[src/rtl/fetch_stage.sv]
// Instruction-fetch stage: PC, imem request handshake with skid buffer, IF/ID register.
// Optional perf counters are compiled in with `define FETCH_PERF_CNT_EN.
module fetch_stage #(
  parameter int                 PC_W      = 16,
  parameter int                 INSTR_W   = 16,
  parameter logic [PC_W-1:0]    RESET_PC  = '0,
  parameter logic [INSTR_W-1:0] NOP_INSTR = 16'hF000
) (
  input  logic               clk,
  input  logic               rst_n,
  input  logic               stall,
  input  logic               kill,
  input  logic               pc_src,
  input  logic [PC_W-1:0]    branch_target,
  output logic               imem_req,
  output logic [PC_W-1:0]    imem_addr,
  input  logic               imem_ack,
  input  logic [INSTR_W-1:0] imem_rdata,
  output logic [INSTR_W-1:0] if_id_instr,
  output logic [PC_W-1:0]    if_id_pc1,
  output logic               if_id_valid,
  output logic [3:0]         opCode,
  output logic               mode,
  output logic [31:0]        perf_fetch_cnt,
  output logic [31:0]        perf_bubble_cnt
);

  typedef enum logic [1:0] {S_FETCH, S_DROP, S_HELD} state_t;

  state_t              state_q, state_d;
  logic [PC_W-1:0]     pc_q, pc_d;
  logic [PC_W-1:0]     req_addr_q, req_addr_d;
  logic                imem_req_q, imem_req_d;
  logic [INSTR_W-1:0]  skid_instr_q, skid_instr_d;
  logic [PC_W-1:0]     skid_pc1_q, skid_pc1_d;
  logic [INSTR_W-1:0]  if_instr_q, if_instr_d;
  logic [PC_W-1:0]     if_pc1_q, if_pc1_d;
  logic                if_vld_q, if_vld_d;

  logic                ack;
  logic                accept;
  logic                if_load;
  logic [INSTR_W-1:0]  acc_instr;
  logic [PC_W-1:0]     acc_pc1;
  logic [PC_W-1:0]     fetch_pc1;

  always_comb begin
    // An ack is only meaningful against a live request.
    ack          = imem_ack & imem_req_q;
    fetch_pc1    = req_addr_q + PC_W'(1);
    state_d      = state_q;
    pc_d         = pc_q;
    req_addr_d   = req_addr_q;
    skid_instr_d = skid_instr_q;
    skid_pc1_d   = skid_pc1_q;
    accept       = 1'b0;
    acc_instr    = imem_rdata;
    acc_pc1      = fetch_pc1;

    case (state_q)
      S_FETCH: begin
        if (pc_src) begin
          pc_d = branch_target;
          if (ack || !imem_req_q) req_addr_d = branch_target;
          else                    state_d    = S_DROP;
        end else if (ack) begin
          pc_d       = fetch_pc1;
          req_addr_d = fetch_pc1;
          if (stall) begin
            skid_instr_d = imem_rdata;
            skid_pc1_d   = fetch_pc1;
            state_d      = S_HELD;
          end else begin
            accept = 1'b1;
          end
        end
      end
      S_HELD: begin
        if (pc_src) begin
          pc_d       = branch_target;
          req_addr_d = branch_target;
          state_d    = S_FETCH;
        end else if (!stall) begin
          accept     = 1'b1;
          acc_instr  = skid_instr_q;
          acc_pc1    = skid_pc1_q;
          req_addr_d = pc_q;
          state_d    = S_FETCH;
        end
      end
      S_DROP: begin
        if (pc_src) pc_d = branch_target;
        if (ack) begin
          req_addr_d = pc_d;
          state_d    = S_FETCH;
        end
      end
      default: state_d = S_FETCH;
    endcase

    imem_req_d = (state_d != S_HELD);

    // kill beats stall; an unstalled cycle with nothing accepted is a bubble.
    if_load    = kill | accept | ~stall;
    if_instr_d = if_instr_q;
    if_pc1_d   = if_pc1_q;
    if_vld_d   = if_vld_q;
    if (kill || (if_load && !accept)) begin
      if_instr_d = NOP_INSTR;
      if_pc1_d   = '0;
      if_vld_d   = 1'b0;
    end else if (accept) begin
      if_instr_d = acc_instr;
      if_pc1_d   = acc_pc1;
      if_vld_d   = 1'b1;
    end
  end

  always_ff @(posedge clk or negedge rst_n) begin
    if (!rst_n) begin
      state_q      <= S_FETCH;
      pc_q         <= RESET_PC;
      req_addr_q   <= RESET_PC;
      imem_req_q   <= 1'b0;
      skid_instr_q <= NOP_INSTR;
      skid_pc1_q   <= '0;
      if_instr_q   <= NOP_INSTR;
      if_pc1_q     <= '0;
      if_vld_q     <= 1'b0;
    end else begin
      state_q      <= state_d;
      pc_q         <= pc_d;
      req_addr_q   <= req_addr_d;
      imem_req_q   <= imem_req_d;
      skid_instr_q <= skid_instr_d;
      skid_pc1_q   <= skid_pc1_d;
      if_instr_q   <= if_instr_d;
      if_pc1_q     <= if_pc1_d;
      if_vld_q     <= if_vld_d;
    end
  end

  assign imem_req    = imem_req_q;
  assign imem_addr   = req_addr_q;
  assign if_id_instr = if_instr_q;
  assign if_id_pc1   = if_pc1_q;
  assign if_id_valid = if_vld_q;
  assign opCode      = if_instr_q[15:12];
  assign mode        = if_instr_q[0];

`ifdef FETCH_PERF_CNT_EN
  logic [31:0] fetch_cnt_q, fetch_cnt_d;
  logic [31:0] bubble_cnt_q, bubble_cnt_d;

  always_comb begin
    fetch_cnt_d  = fetch_cnt_q;
    bubble_cnt_d = bubble_cnt_q;
    if (if_load && if_vld_d)                fetch_cnt_d  = fetch_cnt_q + 32'd1;
    if (if_load && !if_vld_d && !stall)     bubble_cnt_d = bubble_cnt_q + 32'd1;
  end

  always_ff @(posedge clk or negedge rst_n) begin
    if (!rst_n) begin
      fetch_cnt_q  <= '0;
      bubble_cnt_q <= '0;
    end else begin
      fetch_cnt_q  <= fetch_cnt_d;
      bubble_cnt_q <= bubble_cnt_d;
    end
  end

  assign perf_fetch_cnt  = fetch_cnt_q;
  assign perf_bubble_cnt = bubble_cnt_q;
`else
  assign perf_fetch_cnt  = '0;
  assign perf_bubble_cnt = '0;
`endif

endmodule

[config.mk]
export PLATFORM = sky130hd
export DESIGN_NAME = fetch_stage
export DESIGN_NICKNAME = d
export VERILOG_FILES = /design/src/rtl/fetch_stage.sv
export SDC_FILE = /design/constraint.sdc
export NUM_CORES = 1
export LEC_CHECK = 0
export ABC_AREA = 0
export BUFFER_PORTS_ARGS = -buffer_cell sky130_fd_sc_hd__buf_2
export CAP_MARGIN = 20
export CORE_UTILIZATION = 54
export CTS_BUF_LIST = sky130_fd_sc_hd__clkbuf_16
export DETAILED_ROUTE_END_ITERATION = 6
export GPL_ROUTABILITY_DRIVEN = 0
export PLACE_DENSITY = 0.83
export SLEW_MARGIN = 20
export SYNTH_ARGS = -nofsm -noshare
export SYNTH_HDL_FRONTEND = slang
export SYNTH_SLANG_ARGS = --single-unit
[constraint.sdc]
create_clock -name clk -period 4.75 [get_ports clk]
set_input_delay 0.7125 -clock clk [delete_from_list [all_inputs] [get_ports clk]]
set_output_delay 0.7125 -clock clk [all_outputs]
set_load 0.005 [all_outputs]
* Yosys cells after proc, flatten, opt, wreduce, memory -nomap -nowiden
Index checks and enable logic that the tools add are counted.
** Storage, ports and cells
- Register bits :: 100
- Bits of input ports :: 38
** Operators by class
- Add/subtract/negate cells :: 1
- Eq/ne operators :: 7
- Muxes and demuxes :: 35
- Bitwise gates (word level) :: 5
- Reduce and logical (&&, ||, !) cells :: 13
** Operator list (number)
- $mux 16 :: 18
- $pmux 16 s3 :: 1
- $pmux 16 s2 :: 1
- $add 16x1->16 const B :: 1
- $mux 2 :: 7
- $ne 3x3->1 const B :: 3
- $mux 1 :: 6
- $pmux 2 s3 :: 1
- $reduce_and 5->1 :: 1
- $ne 2x2->1 const B :: 2
- $reduce_bool 2->1 :: 2
- $reduce_and 3->1 :: 1
- $reduce_bool 3->1 :: 1
- $eq 2x1->1 const B :: 1
- $eq 2x2->1 const B :: 1
- $logic_not 1->1 :: 2
- $logic_not 2->1 :: 1
- $logic_or 1x1->1 :: 2
- $not 1->1 :: 2
- $or 1x1->1 :: 2
- $pmux 1 s2 :: 1
- $reduce_and 2->1 :: 1
- $reduce_or 2->1 :: 1
- $and 1x1->1 :: 1
- $logic_and 1x1->1 :: 1

* Longest topological paths before layout
Gate-level depths: netlist of run 1.
- Word-level depth :: 9
- Gate-level depth with buffers :: 8

* Worst setup path before layout of run 1
Ideal clock, no wire load.
- Path type :: in2reg
- Start point :: input port stall
- End point :: register req_addr_q[11] (netlist: imem_addr[11])
- Data arrival time :: 1.773 ns
- Data required time :: 4.623 ns
- Setup slack :: 2.850 ns
- Cell stages on the path :: 6
- Buffers on the path :: 1
- Cells stage by stage :: nor2b_1 a22o_1 a311o_1 buf_2 o21ai_1 o21ai_1
** On the way
- Word-level cells in the longest chain between the ends :: 2
** RTL lines
- from (decl) :: line 11 : input logic stall,
- $ne 3x3->1 (no line)
- $reduce_and 5->1 (no line)
- to (signal assigned) :: line 133 : req_addr_q <= req_addr_d;
- to (decl) :: line 32 : logic [PC_W-1:0] req_addr_q, req_addr_d;
No other way between the ends.
A chain may end at the register's enable or synchronous reset.

* Worst setup path after layout of run 1
- Start point :: register state_q[0]
- End point :: register pc_q[8]
** On the way
- Word-level cells in the longest chain between the ends :: 4
** RTL lines
- from (decl) :: line 30 : state_t state_q, state_d;
- from (signal assigned) :: line 131 : state_q <= state_d;
- $eq 2x1->1 or $eq 2x2->1 (tied branches) :: line 60 : case (state_q)
- $reduce_or 2->1 (no line)
- $reduce_bool 2->1 (no line)
- $reduce_and 2->1 (no line)
- to (signal assigned) :: line 132 : pc_q <= pc_d;
- to (decl) :: line 31 : logic [PC_W-1:0] pc_q, pc_d;
Parallel ways exist; a longest one is shown, timed or not.

==> run metrics, run 1 <==
final hold violation count=0; number of global-route vias before repair=3810; area share of the largest cell type after synthesis=43.3%; largest net degree at the start of global routing=57; Worst VDD drop=356 µV; setup TNS=0 ps; Mapped Area=5310 µm²; Tcrit/Tclk final=55.9%; Synth Area in Simple Gates=12.6%; largest family of logic cells by synthesized area=compound AO/OA/AOI/OAI gates; clk root buf=clkbuf_16; Compound-Gate Fraction of Synth Area=17.8%; DR pass1 iterations=5; CTS tree=yes; H-Tree Depth=3; Seq cells post-synth=100; pwr/cell area=593 nW/µm²; mux cell area share after synthesis=6.45%; Worst setup EP type=register; post-layout min period=2660 ps; Layout Nets=677; Antenna diodes=0; Starting Density=56.7%; terminus of the critical flop-to-flop path=pc_q[8]$_DFFE_PN0P_; Hold-fix buffers, CTS=0; endpoints failing setup=0; clock tree buffer depth=2; Synth area leaders=dfrtp_1, buf_4, o21ai_0, nand2_1, dfstp_2; DIE HEIGHT=101 µm; core area=9370 µm²; number of DRC markers in iteration 0=321; Placed Area=5560 µm²; Synth area leader=dfrtp_1; Max Slew Vio Count=0; clock sink total=100; total chip power=3490 µW; first-pass GRT wire length=19200 µm; skew final=5.78 ps; Post-Synth XOR/XNOR Area=1.81%; ratio of cells with drive above 1 in the final layout=22.8%; Syn-to-layout area delta=10.7%; filler instances=791; Hold Path Class=input pin to asynchronous set/reset pin; Post-CTS Setup Bufs=0; Worst R2R Start=state_q[0]$_DFF_PN0_; Clock Latency Late Sink=350 ps; vias=4348; # rows=35; MaxCap Viol Count=0; Synth cell types=57; initial antenna violation count=0; Rel. slew slack=31.7%; hold_ws=403 ps; post-CTS resize count=0; Lkg Pwr=0.00287 µW; Worst Path Arrival=2870 ps; main flop type after synthesis=dfrtp_1; routed vias/inst=5.66; Synth Area per Inst=9.44 µm²; Syn. warnings=0; R2R cell count=6; Wirelength per Cell=15.7 µm; Post-synth EDFFs=0; grt ovf=0; Max Freq=376 MHz; post-DP HPWL=8430 µm; GRT Total Usage=24.6%; Routed Antenna Nets=0; final WL=12100 µm; die footprint=10200 µm²; critical path peak fanout=19; dpl ws=1900 ps; Post-Synth Adder-Cell Area=1.18%; R2R Setup Slk=2090 ps; Boundary Pins=157; drt drc=0; Die W=101 µm; CTS Buf Count=9; Post-synth ARST share=100%; Req. time, crit path=4960 ps; final instance area=5880 µm²; worst setup margin=2090 ps; status=finished clean; port bufs=92; Syn Inst Count=563; clock slew at reported path FFs=70 ps; RSZ-0062 raised after global routing=no; Startpoint Class=register; Slew @ Worst Pin=1020 ps; Crit Path Class=register to register; register area share after synthesis=47.3%
[routing by layer]
metal | wire length (µm) | part of all wire [%] | global-route usage (%) | up-vias
li1 | - | - | - | 1977
met1 | 5120 | 42 | 34.9 | 2088
met2 | 5660 | 47 | 38.2 | 265
met3 | 1140 | 9.4 | 6.35 | 18
met4 | 159 | 1.3 | 5.69 | 0
met5 | 0 | 0 | 0 | -
[cells in the final DEF, fill, tap and decap left out, types with 4 or more instances in the layout]
cell type / count
a32oi_1: 6
buf_4: 4
a31oi_1: 12
o21ai_1: 7
nor2_1: 33
clkbuf_16: 9
a21oi_1: 31
ha_1: 5
nand2_1: 71
buf_2: 91
dfrtp_1: 92
xor2_1: 5
nand3_1: 7
inv_1: 10
xnor2_1: 6
a211oi_1: 4
mux2i_1: 14
conb_1: 64
nor3_1: 6
dfstp_2: 8
nand2b_1: 5
o22ai_1: 6
mux2_2: 18
o21ai_0: 68
[cells by family after synthesis]
logic type      Yosys count
simple gates            146
other cells               1
mux                      32
xor+xnor                 11
compound gates          159
fa+ha+maj                 5
buf+inv                 109
flops                   100
[worst max path at each step]
stage,start,endpoint,slack (ps),cells past startpoint
floorplan,stall,imem_addr[11]$_DFFE_PN0P_,2850,6
global placement,pc_src,imem_addr[15]$_DFFE_PN0P_,2000,6
detailed placement,pc_src,imem_addr[15]$_DFFE_PN0P_,1900,6
CTS,state_q[0]$_DFF_PN0_,pc_q[8]$_DFFE_PN0P_,2170,6
global route,state_q[0]$_DFF_PN0_,pc_q[8]$_DFFE_PN0P_,1930,6
finish,state_q[0]$_DFF_PN0_,pc_q[8]$_DFFE_PN0P_,2090,6
[critical path, stage by stage (launching register included)]
cell and delay [ps]:
dfrtp_1 410, inv_1 80, ha_1 620, clkinv_1 610, o21a_1 350, a222oi_1 290, o21ai_0 160
[through the flow]
stage	instances	utilization, %
5_1_grt	768	62.8
3_3_place_gp	752	59.3
6_report	768	62.8
3_5_place_dp	752	59.3
2_1_floorplan	626	-
4_1_cts	768	62.7
[where the power goes]
| part | internal, µW | switching [µW] |
|---|---|---|
| clock | 422 | 344 |
| combinational | 500 | 756 |
| sequential | 1180 | 282 |
[sequential cells by signal, indices dropped and copies added (netlist names)]
register / cells
if_id_instr: 16
if_id_pc1: 16
if_id_valid: 1
imem_addr: 16
imem_req: 1
pc_q: 16
skid_instr_q: 16
skid_pc1_q: 16
state_q: 2
[area by class of cell]
type | instances | area [µm²] | share of cell area [%]
clock inverters | 7 | 92.6 | 1.57
multi-input cells | 417 | 2360 | 40.2
flip-flops and latches | 100 | 2510 | 42.7
clock buffers | 9 | 225 | 3.83
well taps | 129 | 161 | 2.74
inverters | 11 | 41.3 | 0.702
repair buffers | 95 | 485 | 8.25
[Yosys cell counts (2+ instances only)]
master	number
dfrtp_1	92
o22ai_1	6
inv_1	10
o21ai_0	68
buf_4	70
a211oi_1	4
nand4_2	2
a22oi_1	3
o21ai_1	7
buf_2	5
mux2_2	18
nor2_1	33
a22o_1	2
mux2i_1	14
nand3_1	7
o21a_1	2
a31oi_1	12
a211o_1	2
xnor2_1	6
clkbuf_1	21
a21oi_1	31
a222oi_1	2
ha_1	5
nand4_1	3
nor4_2	2
and3_1	3
o31a_1	2
nor3_1	6
nand2_1	71
a32oi_1	6
dfstp_2	8
nor2b_1	4
xor2_1	5
a21o_1	3
nand2b_1	5
and2_1	2
(Power assumes the default switching activity.)
==> run 2: changes to the inputs <==
CORE_UTILIZATION = 47   (was 54)
PLACE_DENSITY = 0.77   (was 0.83)
clock period = 2.4 ns   (was 4.75 ns; I/O delays follow)
==> run metrics, run 2 (synthesis results as in run 1) <==
Post-CTS Setup Bufs=0 (unchanged); clock sink total=100 (unchanged); Boundary Pins=157 (unchanged); number of DRC markers in iteration 0=271 (was 321); drt drc=0 (unchanged); Antenna diodes=0 (unchanged); GRT Total Usage=21.4% (was 24.6%); clk root buf=clkbuf_16 (unchanged); H-Tree Depth=3 (unchanged); final instance area=5990 µm² (was 5880 µm²); DR pass1 iterations=6 (was 5); post-layout min period=2220 ps (was 2660 ps); skew final=6.83 ps (was 5.78 ps); port bufs=92 (unchanged); Clock Latency Late Sink=350 ps (about the same); Slew @ Worst Pin=852 ps (was 1020 ps); filler instances=1019 (was 791); Syn-to-layout area delta=12.7% (was 10.7%); # rows=38 (was 35); Flop pwr share=42.0% (about the same); Final Core Density=54.8% (was 62.8%); sw power=2700 µW (was 1380 µW); Tcrit/Tclk final=92.4% (was 55.9%); M2 GR Usage=35.2% (was 38.2%); Starting Density=48.6% (was 56.7%); pwr/cell area=1140 nW/µm² (was 593 nW/µm²); ratio of cells with drive above 1 in the final layout=24.3% (was 22.8%); vias=4285 (was 4348); Max Freq=451 MHz (was 376 MHz); Routed Antenna Nets=0 (unchanged); largest net degree at the start of global routing=47 (was 57); Placed Area=5700 µm² (was 5560 µm²); Worst Path Arrival=2410 ps (was 2870 ps); Pint=4130 µW (was 2100 µW); Worst VDD drop=795 µV (was 356 µV); Startpoint Class=register (unchanged); clock share of power=20.3% (was 22.0%); DIE HEIGHT=108 µm (was 101 µm); endpoints failing setup=0 (unchanged); met3 Use GR=4.16% (was 6.35%); first-pass GRT wire length=19400 µm (was 19200 µm); setup TNS=0 ps (unchanged); Reg area=2510 µm² (unchanged); MaxCap Viol Count=0 (unchanged); final WL=12100 µm (about the same); Rel. slew slack=43.2% (was 31.7%); core area=10900 µm² (was 9370 µm²); Die W=108 µm (was 101 µm); most frequent cells in the layout=dfrtp_1, buf_2, nand2_1 (unchanged); RSZ-0062 raised after global routing=no (unchanged); number of global-route vias before repair=3828 (was 3810); clock slew at reported path FFs=70 ps (about the same); footprint of the multi-input gates=2360 µm² (about the same); clock tree buffer depth=2 (unchanged); hold_ws=240 ps (was 403 ps); initial antenna violation count=0 (unchanged); commonest non-fill, non-tap cell in the layout=dfrtp_1 (unchanged); grt ovf=0 (unchanged); sw frac=39.6% (about the same); Hold Path Class=input pin to register (was input pin to asynchronous set/reset pin); Req. time, crit path=2590 ps (was 4960 ps); Lkg Pwr=0.00293 µW (was 0.00287 µW); CTS tree=yes (unchanged); CTS Buf Count=9 (unchanged); dpl cells=776 (was 752); Finished Layout Cells=793 (was 768); met1 usage=28.9% (was 34.9%); Layout Nets=691 (was 677); post-DP HPWL=8860 µm (was 8430 µm); global routing's busiest layer=met2 (unchanged); critical path peak fanout=24 (was 19); routed vias/inst=5.40 (was 5.66); Comb power frac=37.7% (was 36.1%); Max Slew Vio Count=0 (unchanged); Wirelength per Cell=15.3 µm (was 15.7 µm); Worst setup EP type=register (unchanged); die footprint=11700 µm² (was 10200 µm²); status=finished clean (unchanged); Crit Path Class=register to register (unchanged); final hold violation count=0 (unchanged)
## run 2: cell types whose count changed in the layout (fill, tap and decap cells not counted), sizes merged
cell,before,now
buf,95,108
bufinv,1,0
clkinv,4,5
dlygate4sd3,0,1
## run 2: cell type report
type | count | share of cell area (%)
Inverter | 11 | 0.689
Tap cell | 140 | 2.92
Clock inverter | 7 | 0.961
Clock buffer | 9 | 3.76
Multi-Input combinational cell | 417 | 39.4
Sequential cell | 100 | 41.9
Timing Repair Buffer | 109 | 10.3
## run 2: worst max-delay path, cell delays in order, from the launching register on
cell and delay, ps:
dfrtp_1 420, inv_1 90, ha_1 250, a22o_1 280
a311o_1 630, o21ai_0 270, o21ai_0 120
## run 2: layer usage
layer,share of wire (%),vias up
met5,0,-
met4,1.2,0
met3,7.1,18
met2,49,188
met1,43,2077
li1,-,2002
## run 2: worst paths after layout
path,startpoint,slack (ps),to,depth (start not counted)
max,state_q[0]$_DFF_PN0_,180,imem_addr[14]$_DFFE_PN0P_,6
min,imem_rdata[12],240,if_id_instr[12]$_DFFE_PN1P_,3
max reg2reg,state_q[0]$_DFF_PN0_,180,imem_addr[14]$_DFFE_PN0P_,6
min reg2reg,if_id_instr[4]$_DFFE_PN0P_,480,if_id_instr[4]$_DFFE_PN0P_,2
max in group asynchronous,rst_n,1200,skid_pc1_q[7]$_DFFE_PN0P_,3
min in group asynchronous,rst_n,450,if_id_instr[4]$_DFFE_PN0P_,2
## run 2: power by group through the flow
stage,clock (µW),combinational (µW),sequential [µW]
final,1390,2580,2870
after global routing,1480,2890,2960
after CTS,1410,2580,2860
after detailed placement,0,2560,2890
after global placement,0,2430,2830
after floorplan,0,1850,2750
## run 2: timing repair
item | CTS | global route
hold endpoints to repair | 15 | 0
setup endpoints to repair | 0 | 0
hold buffers | 1 | 0
gates resized for setup | 0 | 0
## run 2: metrics by stage
| step | setup WS [ps] | total power (µW) |
|---|---|---|
| 2_1_floorplan | 551 | 4600 |
| 3_3_place_gp | 388 | 5260 |
| 3_5_place_dp | 252 | 5450 |
| 4_1_cts | 237 | 6840 |
| 5_1_grt | 43.8 | 7330 |
| 6_report | 182 | 6830 |
==> run 3: changes to the inputs <==
CORE_UTILIZATION = 52   (was 47)
GPL_ROUTABILITY_DRIVEN = default   (was 0)
PLACE_DENSITY = 0.8   (was 0.77)
clock period = 2.1 ns   (was 2.4 ns; I/O delays follow)
==> run metrics, run 3 (synthesis results as in run 1) <==
M2 GR Usage=40.9% (was 35.2%); Startpoint Class=register (unchanged); ratio of cells with drive above 1 in the final layout=25.8% (was 24.3%); GRT Total Usage=24.4% (was 21.4%); post-layout min period=1970 ps (was 2220 ps); final hold violation count=0 (unchanged); Max Freq=508 MHz (was 451 MHz); critical-path cell list=nand4_2 > nor2_2 > a21oi_1 > or3b_1 > a22o_1 (was inv_1 > ha_1 > a22o_1 > a311o_1 > o21ai_0 > o21ai_0); endpoints failing setup=0 (unchanged); R2R cell count=5 (was 6); routability cong.=0.916; CP Depth=5 (was 6); post-DP HPWL=8950 µm (was 8860 µm); Req. time, crit path=2330 ps (was 2590 ps); terminus of the critical flop-to-flop path=if_id_pc1[15]$_DFFE_PN0P_ (was imem_addr[14]$_DFFE_PN0P_); Clock Latency Late Sink=340 ps (was 350 ps); WP buf/inv=0 (was 1); Placed Area=5740 µm² (was 5700 µm²); CTS Buf Count=9 (unchanged); final WL=12400 µm (was 12100 µm); pwr/cell area=1320 nW/µm² (was 1140 nW/µm²); vias=4294 (was 4285); filler instances=848 (was 1019); Worst R2R Start=imem_addr[2]$_DFFE_PN0P_ (was state_q[0]$_DFF_PN0_); Pint=4870 µW (was 4130 µW); Flop pwr share=40.2% (was 42.0%); Lkg Pwr=0.00297 µW (was 0.00293 µW); Starting Density=54.1% (was 48.6%); status=finished clean (unchanged); RSZ-0062 raised after global routing=no (unchanged); grt ovf=0 (unchanged); Crit-path slowest cell=dfrtp_1 (was a311o_1); met1 usage=30.9% (was 28.9%); H-Tree Depth=3 (unchanged); Die W=103 µm (was 108 µm); number of global-route vias before repair=3996 (was 3828); Syn-to-layout area delta=14.0% (was 12.7%); clk root buf=clkbuf_16 (unchanged); global routing's busiest layer=met2 (unchanged); setup TNS=0 ps (unchanged); routed vias/inst=5.40 (about the same); Worst Path Arrival=2200 ps (was 2410 ps); largest net degree at the start of global routing=60 (was 47); Post-CTS Setup Bufs=0 (unchanged); first-pass GRT wire length=19600 µm (was 19400 µm); clock sink total=100 (unchanged); CP max stage delay=520 ps (was 630 ps); DR pass1 iterations=4 (was 6); Critical Path Source=imem_addr[2]$_DFFE_PN0P_ (was state_q[0]$_DFF_PN0_); initial antenna violation count=0 (unchanged); Comb power frac=39.5% (was 37.7%); DIE HEIGHT=103 µm (was 108 µm); sw power=3140 µW (was 2700 µW); Slew @ Worst Pin=528 ps (was 852 ps); Routed Antenna Nets=0 (unchanged); drt drc=0 (unchanged); Max Slew Vio Count=0 (unchanged); Crit Path Class=register to register (unchanged); MaxCap Viol Count=0 (unchanged); clock share of power=20.3% (about the same); core area=9820 µm² (was 10900 µm²); sw frac=39.2% (was 39.6%); clock slew at reported path FFs=70 ps (about the same); # rows=36 (was 38); Antenna diodes=0 (unchanged); met3 Use GR=5.49% (was 4.16%); Boundary Pins=157 (unchanged); most frequent cells in the layout=dfrtp_1, buf_2, nand2_1 (unchanged); die footprint=10600 µm² (was 11700 µm²); Worst setup EP type=register (unchanged); CTS tree=yes (unchanged); Wirelength per Cell=15.5 µm (was 15.3 µm); largest delay contributor family on the critical path=simple AND/OR/NAND/NOR gates (was compound AO/OA/AOI/OAI gates); Worst VDD drop=862 µV (was 795 µV); port bufs=92 (unchanged); clock tree buffer depth=2 (unchanged); Layout Nets=700 (was 691); critical path capture point=if_id_pc1[15]$_DFFE_PN0P_ (was imem_addr[14]$_DFFE_PN0P_); critical path peak fanout=8 (was 24); Rel. slew slack=64.4% (was 43.2%); skew final=5.58 ps (was 6.83 ps); Hold Path Class=input pin to register (unchanged); commonest non-fill, non-tap cell in the layout=dfrtp_1 (unchanged); R2R Setup Slk=130 ps (was 180 ps); number of DRC markers in iteration 0=167 (was 271); final instance area=6060 µm² (was 5990 µm²); Tcrit/Tclk final=93.7% (was 92.4%)
run 3: worst min path at each step:
| stage | startpoint | end | cells after the start |
|---|---|---|---|
| finish | imem_rdata[13] | if_id_instr[13]$_DFFE_PN1P_ | 3 |
| floorplan | rst_n | if_id_instr[0]$_DFFE_PN0P_ | 0 |
| global route | imem_rdata[4] | skid_instr_q[4]$_DFFE_PN0P_ | 2 |
| CTS | imem_rdata[13] | if_id_instr[13]$_DFFE_PN1P_ | 3 |
| detailed placement | rst_n | if_id_instr[4]$_DFFE_PN0P_ | 1 |
| global placement | rst_n | if_id_instr[3]$_DFFE_PN0P_ | 1 |
run 3: area by class of cell:
class / count / area (µm²) / share of cell area [%]
Sequential cell: 100 / 2510 / 41.5
Tap cell: 133 / 166 / 2.75
Inverter: 11 / 41.3 / 0.682
Timing Repair Buffer: 118 / 673 / 11.1
Multi-Input combinational cell: 417 / 2370 / 39.1
Clock inverter: 7 / 70.1 / 1.16
Clock buffer: 9 / 225 / 3.72
run 3: what timing repair did:
| item | 4_1_cts | 5_1_grt |
|---|---|---|
| resized for setup | 0 | 3 |
| endpoints found under the setup margin | 0 | 18 |
| endpoints found under the hold margin | 9 | 0 |
| hold buffers | 1 | 0 |
run 3: power by group through the flow:
stage | Clock (µW) | Combinational, µW | Sequential (µW)
after floorplan | 0 | 2110 | 3140
after global placement | 0 | 2990 | 3190
after detailed placement | 0 | 3110 | 3240
after CTS | 1660 | 3130 | 3210
after global routing | 1740 | 3540 | 3310
final | 1630 | 3160 | 3220
run 3: per-stage QoR:
step	std cells	hold WS [ps]	utilization (%)	worst slack, ps	total power (µW)
2_1_floorplan	626	19.4	-	251	5260
3_3_place_gp	778	157	58.5	186	6180
3_5_place_dp	778	163	58.5	115	6350
4_1_cts	795	198	61.6	115	8000
5_1_grt	795	209	61.7	6.71	8590
6_report	795	205	61.7	133	8010
run 3: per-layer routing:
| metal | share of wire, % | vias up |
|---|---|---|
| met4 | 2.0 | 0 |
| met1 | 43 | 2059 |
| met5 | 0 | - |
| met3 | 6.6 | 27 |
| met2 | 48 | 174 |
| li1 | - | 2034 |
run 3: worst register-to-register path, cell delays in order (launching register included):
cell     delay, ps
dfrtp_1        520
nand4_2        260
nor2_2         360
a21oi_1        140
or3b_1         380
a22o_1         190
